<file path="config.mk">
export PLATFORM = sky130hd
export DESIGN_NAME = modsub_pipe
export DESIGN_NICKNAME = d
export VERILOG_FILES = /design/src/rtl/modsub_pipe_pkg.sv /design/src/rtl/modsub_core.sv /design/src/rtl/modsub_pipe.sv
export SDC_FILE = /design/constraint.sdc
export NUM_CORES = 1
export LEC_CHECK = 0
export ABC_CLOCK_PERIOD_IN_PS = 3300
export CORE_ASPECT_RATIO = 1.1
export CORE_MARGIN = 8
export CORE_UTILIZATION = 50
export DETAILED_ROUTE_END_ITERATION = 7
export GPL_TIMING_DRIVEN = 1
export PLACE_DENSITY = 0.81
export SKIP_CTS_REPAIR_TIMING = 1
export SYNTH_ARGS = -nofsm -noshare
export SYNTH_HDL_FRONTEND = slang
export SYNTH_SLANG_ARGS = --single-unit
</file>
<file path="constraint.sdc">
create_clock -name clk -period 3.3 [get_ports clk]
set_input_delay 0.66 -clock clk [delete_from_list [all_inputs] [get_ports clk]]
set_output_delay 0.66 -clock clk [all_outputs]
set_load 0.02 [all_outputs]
</file>
<file path="src/rtl/modsub_pipe_pkg.sv">
// Shared constants and stage payload types for the Kyber modular subtractor.
// Imported by both the pipeline top and the reusable correction core.
package modsub_pipe_pkg;

  localparam int KYBER_Q  = 3329;
  localparam int KYBER_DW = 12;
  localparam int KYBER_TW = 8;

  // Signed x - y with one guard bit; range is -(Q-1)..Q-1.
  typedef logic signed [KYBER_DW:0] diff_t;

  typedef struct packed {
    diff_t               d;
    logic [KYBER_TW-1:0] tag;
  } s1_payload_t;

  typedef struct packed {
    logic [KYBER_DW-1:0] c;
    logic [KYBER_TW-1:0] tag;
  } s2_payload_t;

  function automatic diff_t sub_ext(input logic [KYBER_DW-1:0] x,
                                    input logic [KYBER_DW-1:0] y);
    return diff_t'({1'b0, x}) - diff_t'({1'b0, y});
  endfunction

endpackage

</file>
<file path="src/rtl/modsub_core.sv">
// Conditional +Q correction of a signed difference into 0..Q-1.
// Purely combinational; shared with the butterfly datapath.
module modsub_core
  import modsub_pipe_pkg::*;
#(
  parameter int Q  = KYBER_Q,
  parameter int DW = KYBER_DW
) (
  input  logic [DW:0]   d_i,
  output logic [DW-1:0] r_o
);

  localparam logic [DW-1:0] QW = DW'(Q);

  // Adding Q modulo 2^DW is exact here because the corrected value is < Q < 2^DW.
  always_comb begin
    r_o = d_i[DW-1:0] + (d_i[DW] ? QW : '0);
  end

endmodule

</file>
<file path="src/rtl/modsub_pipe.sv">
// Two-stage valid/ready pipelined modular subtractor, C = (A - B) mod Q.
// Stage 1 holds the signed difference, stage 2 the corrected result.
module modsub_pipe
  import modsub_pipe_pkg::*;
#(
  parameter int Q  = KYBER_Q,
  parameter int DW = KYBER_DW,
  parameter int TW = KYBER_TW
) (
  input  logic          clk,
  input  logic          reset,
  input  logic          in_valid,
  output logic          in_ready,
  input  logic [DW-1:0] in_a,
  input  logic [DW-1:0] in_b,
  input  logic          in_swap,
  input  logic [TW-1:0] in_tag,
  output logic          out_valid,
  input  logic          out_ready,
  output logic [DW-1:0] out_c,
  output logic [TW-1:0] out_tag
);

  s1_payload_t   s1_q, s1_d;
  s2_payload_t   s2_q, s2_d;
  logic          s1_valid_q, s1_valid_d;
  logic          s2_valid_q, s2_valid_d;
  logic          adv1, adv2;
  logic [DW-1:0] x, y;
  logic [DW-1:0] r;

  // Ready depends only on registered state, never on in_valid.
  assign adv2     = !s2_valid_q || out_ready;
  assign adv1     = !s1_valid_q || adv2;
  assign in_ready = adv1;

  modsub_core #(
    .Q  (Q),
    .DW (DW)
  ) u_core (
    .d_i (s1_q.d),
    .r_o (r)
  );

  always_comb begin
    x          = in_swap ? in_b : in_a;
    y          = in_swap ? in_a : in_b;
    s1_valid_d = s1_valid_q;
    s1_d       = s1_q;
    s2_valid_d = s2_valid_q;
    s2_d       = s2_q;

    if (adv2) begin
      s2_valid_d = s1_valid_q;
      if (s1_valid_q) begin
        s2_d = '{c: r, tag: s1_q.tag};
      end
    end

    if (adv1) begin
      s1_valid_d = in_valid;
      if (in_valid) begin
        s1_d = '{d: sub_ext(x, y), tag: in_tag};
      end
    end
  end

  always_ff @(posedge clk) begin
    if (reset) begin
      s1_valid_q <= 1'b0;
      s2_valid_q <= 1'b0;
      s1_q       <= '0;
      s2_q       <= '0;
    end else begin
      s1_valid_q <= s1_valid_d;
      s2_valid_q <= s2_valid_d;
      s1_q       <= s1_d;
      s2_q       <= s2_d;
    end
  end

  assign out_valid = s2_valid_q;
  assign out_c     = s2_q.c;
  assign out_tag   = s2_q.tag;

endmodule

</file>
==> reports/results.txt, run 1 <==
Critical Path End - s1_q[14]$_SDFFE_PP0P_
Skew-Pair Late Insertion Delay - 0.29 ns
IO Pins - 59
top-area cell type share of the netlist area - 34.6%
# diodes - 0
share of layout cells above drive strength 1 - 10.4%
Antenna Nets Post-Route - 0
Syn Inst Count - 302
Setup-failing EPs final - 0
synth-to-layout area growth - 31.1%
cell breakdown of the critical path - clkdlybuf4s50_1 > buf_4 > mux2i_1 > inv_1 > fa_1 > nor2b_1 > o21ai_0 > o21ai_1 > buf_4 > xor2_1 > nand2_1 > a21oi_1
Seq/Total Area, Yosys - 34.6%
initial drt markers - 92
CTS tree - yes
ys flop type - dfxtp_1
most used cell, CP - buf_4
Synth Area in Compound Gates - 16.9%
Sink Count - 43
fraction of registers with async set/reset - 0%
RSZ-0062 raised after global routing - false
Critical Path Sink Type - flip-flop
number of fillers in the final layout - 410
Largest delay share family, worst path - buffers and inverters
xor/xnor share of the synthesized area - 6.69%
Slew headroom - 58.0%
Sw Share - 30.5%
min cycle time layout - 2.97 ns
largest net degree at the start of global routing - 30
clock skew - 0.00785 ns
clk buf depth - 2
critical path startpoint category - input pin
initial antenna violation count - 0
count of cell types in the netlist - 40
Root Driver - clkbuf_8
reg2reg setup slack - 1.61 ns
CP peak stage delay - 0.60 ns
Die Wd - 83.3 um
Top Usage Layer GRT - met2
post-synthesis register bit count - 43
Synth Area in Adders - 8.35%
worst slew pin tran - 0.628 ns
global-route wire length before repair - 9.64 mm
reg-to-reg endpoint - s1_q[16]$_SDFFE_PP0P_
outcome - finished clean
Core Area - 4900 um^2
Yosys top cell by area - dfxtp_1
gpl congestion - 0.804
simple logic cell fraction of the synthesized area - 19.6%
HPWL after DPL - 4.36 mm
Worst path depth - 12
Buf/Inv on CP - 4
top-count cell post-synth - nand2_1
M1 GR Usage - 15.9%
routing usage on met3 - 3.43%
pwr/cell area - 402 nW/um^2
TNS Setup - 0 ns
NetSw - 0.399 mW
Worst Setup SP - in_swap
worst reg-to-reg path cell count - 5
Worst R2R Start - out_valid$_SDFFE_PP0P_
global-route usage over all layers - 14.7%
Die Y - 90.0 um
number of synthesized flops with an enable pin - 0
DRT Pass-1 Iters - 4
row cnt - 27
combinational share of power - 30.4%
Arr. time, crit path - 3.19 ns
Cell Area, Placed - 3180 um^2
Crit-path slowest cell - clkdlybuf4s50_1
design area - 3260 um^2
WS Path Type - input pin to flip-flop
Hold WC Path Type - flip-flop to flip-flop
Residual DRC - 0
Worst VDD drop - 0.000181 V
f_max - 337 MHz
cts bufs inserted - 5
synth cell count leaders - 61 x nand2_1, 43 x dfxtp_1, 39 x a21oi_1, 20 x nor2_1, 15 x ha_1
Int Pwr - 0.911 mW
period utilisation layout - 90.0%
IO Port Bufs - 58
total grt overflow - 0
die area - 7490 um^2
largest family of logic cells by synthesized area - simple AND/OR/NAND/NOR gates
max-slew violations - 0
# H-tree levels - 2
Net Count, Synth - 355
hold_ws - 0.455 ns
Cell Area, Synth - 2490 um^2
Synth Warn # - 0
Vias - 2256
via/cell ratio - 5.31
vias in the first global route - 2241
Max-Cap Viols - 0
CTS clock-pin slew for the worst setup and hold paths - 0.08 ns
Worst EP required - 3.52 ns
Lkg Pwr - 1.30 nW
Initial Utilization - 50.8%
Detailed Route WL - 5.45 mm
top cells by area, synth - dfxtp_1 35%, nand2_1 9.2%, a21oi_1 7.8%
wire per inst - 12.8 um
clock power share - 24.4%
post-synthesis mux area share - 9.80%
final-report hold violation count - 0
Syn Area/Cell - 8.24 um^2
final net count - 419
met2 global-route usage - 26.7%
part of the power in registers - 45.3%
worst-path fanout max - 6
-- per-stage QoR --
stage	std cells	power [mW]	utilization, %	setup slack [ns]
floorplan	302	0.857	-	0.243
global placement	417	0.990	64.9	0.0996
detailed placement	417	1.00	64.9	0.0334
CTS	425	1.32	66.6	0.337
global route	425	1.40	66.6	0.146
finish	425	1.31	66.6	0.330
-- flip-flops by register name, summed over array words and instances, names as in the netlist --
signal,count
s1_q,21
out_tag,8
out_valid,1
s1_valid_q,1
out_c,12
-- logic make-up after synthesis --
group	Yosys count
adder cells (fa/ha/maj)	16
AND/OR/NAND/NOR	110
AO/OA/AOI/OAI	72
flip-flops	43
multiplexers	23
XOR/XNOR	19
buffers and inverters	19
-- tightest hold or removal path, delay by kind of cell (launching register included) --
kind	cells	cell delay, ns
AO/OA/AOI/OAI	1	0.05
AND/OR/NAND/NOR	1	0.05
flip-flops	1	0.31
-- cells in the final DEF, fill, tap and decap left out, drive strengths merged --
master / n
nor3: 4
clkdlybuf4s50: 58
o21ai: 11
fa: 1
or3: 1
inv: 3
nor2b: 5
and3: 4
nor4: 1
nand2: 61
clkinv: 1
buf: 15
mux2i: 12
mux2: 11
o22ai: 1
clkinvlp: 1
a21o: 4
ha: 15
o311a: 1
and4: 1
nand3: 5
o211ai: 2
o2bb2ai: 1
nand4: 2
a31oi: 2
clkbuf: 6
dfxtp: 43
a211oi: 11
and2: 1
a21oi: 39
xor2: 10
nor2: 20
nand2b: 4
xnor2: 9
nor3b: 1
-- worst min path at each step --
stage,startpoint,end,cells after the start
after floorplan,s1_q[18]$_SDFFE_PP0P_,s1_q[18]$_SDFFE_PP0P_,2
after global placement,s1_q[7]$_SDFFE_PP0P_,out_tag[7]$_SDFFE_PP0P_,2
after detailed placement,s1_q[6]$_SDFFE_PP0P_,out_tag[6]$_SDFFE_PP0P_,2
after CTS,s1_q[6]$_SDFFE_PP0P_,out_tag[6]$_SDFFE_PP0P_,2
after global routing,out_tag[4]$_SDFFE_PP0P_,out_tag[4]$_SDFFE_PP0P_,2
final,out_tag[6]$_SDFFE_PP0P_,out_tag[6]$_SDFFE_PP0P_,2
-- per-layer routing --
metal | share of wire, % | up-vias
met1 | 42 | 1016
met3 | 4.3 | 7
li1 | - | 1186
met2 | 52 | 47
met4 | 1.6 | 0
met5 | 0 | -
-- final cells by class --
class	count	area (um^2)	area share [%]
multi-input combinational	240	1530	46.8
sequential	43	861	26.4
timing repair buffer	73	706	21.6
clock buffer	6	72.6	2.22
tap	58	72.6	2.22
clock inverter	2	12.5	0.384
inverter	3	11.3	0.345
-- power by group through the flow --
stage	logic, mW	clock network, mW	registers [mW]
final	0.398	0.319	0.593
after global routing	0.443	0.354	0.599
after CTS	0.399	0.330	0.593
after detailed placement	0.396	0	0.605
after global placement	0.388	0	0.602
after floorplan	0.243	0	0.614
(Power assumes the default switching activity.)
==> run 2, diff against run 1 <==
REMOVE_ABC_BUFFERS = 1   (was default)
==> reports/results.txt, run 2 (synthesized netlist as in run 1, its figures left out) <==
outcome - finished clean
reg-to-reg endpoint - out_c[11]$_SDFFE_PP0P_
HPWL after DPL - 4.22 mm
Arr. time, crit path - 3.29 ns
min cycle time layout - 3.06 ns
TNS Setup - 0 ns
worst reg-to-reg path cell count - 6
Slew headroom - 55.2%
pwr/cell area - 405 nW/um^2
clock skew - 0.00462 ns
Worst EP required - 3.53 ns
global-route wire length before repair - 9.86 mm
worst-path fanout max - 12
Largest register FFs - 21
WS Path Type - input pin to flip-flop
Root Driver - clkbuf_8
period utilisation layout - 92.8%
max-slew violations - 0
final net count - 414
Antenna Nets Post-Route - 0
post-route core utilization - 65.6%
Die Y - 90.0 um
vias in the first global route - 2299
Residual DRC - 0
gpl congestion - 0.816
Detailed Route WL - 5.47 mm
IO Port Bufs - 58
share of layout cells above drive strength 1 - 9.12%
Initial Utilization - 50.8%
final worst setup slack - 0.236 ns
hold-critical path endpoint - out_tag[4]$_SDFFE_PP0P_
largest net degree at the start of global routing - 42
synth-to-layout area growth - 29.1%
wire per inst - 13.0 um
initial drt markers - 66
Worst Hold Depth - 2
RSZ-0062 raised after global routing - false
# H-tree levels - 2
# diodes - 0
worst slew pin tran - 0.670 ns
Setup-failing EPs final - 0
initial antenna violation count - 0
most frequent cells in the layout - 61 x nand2_1, 58 x clkdlybuf4s50_1, 43 x dfxtp_1
Worst VDD drop - 0.000205 V
Hold WC Path Type - flip-flop to flip-flop
Sink Count - 43
worst slack at placement - -0.0863 ns
cts bufs inserted - 5
global-route usage over all layers - 15.1%
total grt overflow - 0
Max-Cap Viols - 0
Critical Path Sink Type - flip-flop
IO Pins - 59
Skew-Pair Late Insertion Delay - 0.30 ns
reg2reg setup slack - 1.56 ns
Lkg Pwr - 1.27 nW
Die Wd - 83.3 um
Core Area - 4900 um^2
final-report hold violation count - 0
die area - 7490 um^2
DRT Pass-1 Iters - 4
f_max - 326 MHz
clk buf depth - 2
Worst R2R Start - s1_q[20]$_SDFFE_PP0P_
total power - 1.30 mW
row cnt - 27
largest register by flop count - s1_q
critical path startpoint category - input pin
most common cell after layout, fill and taps aside - nand2_1
CTS tree - yes
Vias - 2253
via/cell ratio - 5.36
Worst Min Path Start - s1_q[4]$_SDFFE_PP0P_
CTS clock-pin slew for the worst setup and hold paths - 0.08 ns
run 2: changes by cell type in the layout (fill, tap and decap cells not counted):
cell | previous run | this run
buf_4 | 14 | 10
buf_12 | 1 | 0
run 2: layout make-up:
type                            count  area [um^2]
Inverter                            3         11.3
Clock inverter                      2         12.5
Timing Repair Buffer               68          656
Fill cell                         445         1690
Tap cell                           58         72.6
Clock buffer                        6         72.6
Sequential cell                    43          861
Multi-Input combinational cell    240         1530
run 2: per-layer routing:
| layer | routed length (um) | global-route usage (%) | vias up |
|---|---|---|---|
| met5 | 0 | 0 | - |
| met1 | 2430 | 16.3 | 1020 |
| li1 | - | - | 1167 |
| met3 | 297 | 3.88 | 7 |
| met4 | 88 | 6.01 | 0 |
| met2 | 2660 | 27.1 | 59 |
run 2: worst max-delay path by stage:
| stage | from | end | slack (ns) | cells after the start |
|---|---|---|---|---|
| 6_report | in_swap | s1_q[18]$_SDFFE_PP0P_ | 0.24 | 11 |
| 5_1_grt | in_swap | s1_q[18]$_SDFFE_PP0P_ | 0.002 | 12 |
| 4_1_cts | in_swap | s1_q[18]$_SDFFE_PP0P_ | 0.23 | 11 |
| 3_5_place_dp | in_swap | s1_q[18]$_SDFFE_PP0P_ | -0.09 | 11 |
| 3_3_place_gp | in_swap | s1_q[18]$_SDFFE_PP0P_ | 0.02 | 11 |
| 2_1_floorplan | in_swap | s1_q[14]$_SDFFE_PP0P_ | 0.82 | 9 |
run 2: where the power goes:
part           total [mW]  switching (mW)  internal, mW
sequential          0.592          0.0330         0.559
clock               0.325           0.177         0.148
combinational       0.384           0.190         0.193
run 2: through the flow:
step / cell area (um^2) / hold slack (ns) / instances
after floorplan: 2400 / 0.426 / 286
after global placement: 3130 / 0.436 / 412
after detailed placement: 3130 / 0.444 / 412
after CTS: 3210 / 0.452 / 420
after global routing: 3210 / 0.462 / 420
final: 3210 / 0.451 / 420
run 2: worst max-delay path, stage by stage:
cell and delay (ns):
clkdlybuf4s50_1 0.45, buf_4 0.19, mux2_2 0.36, ha_1 0.20, fa_1 0.38, nor2b_1 0.17
o21ai_0 0.12, o21ai_1 0.34, a21oi_1 0.14, xnor2_1 0.14, o21ai_0 0.14
==> run 3, diff against run 2 <==
CTS_BUF_LIST = sky130_fd_sc_hd__clkbuf_16   (was default)
==> reports/results.txt, run 3 (synthesized netlist as in run 1, its figures left out) <==
Antenna Nets Post-Route - 0
max-slew violations - 0
hold_ws - 0.448 ns
total grt overflow - 0
pwr/cell area - 442 nW/um^2
Hold WC Path Type - flip-flop to flip-flop
worst slew pin tran - 0.678 ns
total power - 1.45 mW
most common cell after layout, fill and taps aside - nand2_1
final-report hold violation count - 0
Vias - 2252
wire per inst - 13.0 um
vias in the first global route - 2312
Skew-Pair Late Insertion Delay - 0.28 ns
Slew headroom - 54.7%
initial antenna violation count - 0
period utilisation layout - 90.5%
Crit-path slowest cell - clkdlybuf4s50_1
Lkg Pwr - 1.30 nW
worst-path fanout max - 12
Die Y - 90.0 um
Largest register FFs - 21
Residual DRC - 0
Root Driver - clkbuf_16
initial drt markers - 91
RSZ-0062 raised after global routing - false
Worst R2R Start - out_valid$_SDFFE_PP0P_
Detailed Route WL - 5.47 mm
largest net degree at the start of global routing - 42
final worst setup slack - 0.314 ns
global-route wire length before repair - 9.95 mm
IO Pins - 59
post-route core utilization - 66.8%
cell breakdown of the critical path - clkdlybuf4s50_1 > buf_4 > mux2_2 > ha_1 > fa_1 > nor2b_1 > o21ai_0 > o21ai_2 > a21oi_1 > xnor2_1 > o21ai_0
critical path startpoint category - input pin
Worst Min Path Start - s1_q[4]$_SDFFE_PP0P_
Inst Count DP - 412
outcome - finished clean
WS Path Type - input pin to flip-flop
Max-Cap Viols - 0
Initial Utilization - 50.8%
worst slack at placement - -0.0863 ns
final net count - 414
die area - 7490 um^2
DRT Pass-1 Iters - 4
synth-to-layout area growth - 31.5%
share of layout cells above drive strength 1 - 9.39%
Core Area - 4900 um^2
row cnt - 27
clock skew - 0.00595 ns
# H-tree levels - 2
CTS clock-pin slew for the worst setup and hold paths - 0.06 ns
f_max - 335 MHz
Sink Count - 43
non-filler cells, final - 420
global-route usage over all layers - 15.2%
Worst Setup SP - in_swap
cts bufs inserted - 5
Worst VDD drop - 0.000216 V
largest register by flop count - s1_q
Critical Path Sink Type - flip-flop
Setup-failing EPs final - 0
Worst EP required - 3.51 ns
clk buf depth - 2
most used cell, CP - o21ai_0
most frequent cells in the layout - 61 x nand2_1, 58 x clkdlybuf4s50_1, 43 x dfxtp_1
gpl congestion - 0.816
Arr. time, crit path - 3.19 ns
min cycle time layout - 2.99 ns
CTS tree - yes
number of fillers in the final layout - 429
Die Wd - 83.3 um
CP peak stage delay - 0.45 ns
via/cell ratio - 5.36
# diodes - 0
HPWL after DPL - 4.22 mm
IO Port Bufs - 58
==> run 3: cell types whose count changed in the layout (fill, tap and decap cells not counted), sizes merged <==
cell and change:
clkbuf -1, inv +1
==> run 3: worst paths after layout <==
check                                  to  slack [ns]  cells past startpoint
hold reg to reg   out_tag[4]$_SDFFE_PP0P_        0.45                      2
setup reg to reg    s1_q[16]$_SDFFE_PP0P_        1.56                      5
setup / recovery    s1_q[18]$_SDFFE_PP0P_        0.31                     11
hold / removal    out_tag[4]$_SDFFE_PP0P_        0.45                      2
==> run 3: per-stage QoR <==
stage / TNS (ns) / cell area (um^2)
2_1_floorplan: 0 / 2400
5_1_grt: 0 / 3270
3_3_place_gp: 0 / 3130
4_1_cts: 0 / 3270
6_report: 0 / 3270
3_5_place_dp: -0.114 / 3130
==> run 3: routing by layer <==
layer	track usage, %	vias up	share of wire, %
li1	-	1170	-
met1	16.3	1021	45
met2	27.4	54	48
met3	4.78	7	5.3
met4	4.84	0	1.2
met5	0	-	0
==> run 3: critical path, delay by kind of cell <==
family | cells | cell delay (ns)
buffers and inverters | 2 | 0.64
AO/OA/AOI/OAI | 4 | 0.65
XOR/XNOR | 1 | 0.13
AND/OR/NAND/NOR | 1 | 0.17
multiplexers | 1 | 0.36
adder cells (fa/ha/maj) | 2 | 0.58
==> run 3: final cells by class <==
type                            instances  area [um^2]  share of cell area, %
Inverter                                3         11.3                  0.344
Sequential cell                        43          861                   26.3
Tap cell                               58         72.6                   2.22
Clock inverter                          3         16.3                  0.497
Timing Repair Buffer                   68          656                   20.0
Multi-Input combinational cell        240         1530                   46.8
Clock buffer                            5          125                   3.82
==> run 3: power breakdown <==
group | total, mW | internal [mW] | switching [mW]
Combinational | 0.385 | 0.194 | 0.191
Clock | 0.468 | 0.276 | 0.192
Sequential | 0.593 | 0.560 | 0.0330
Total | 1.45 | 1.03 | 0.416
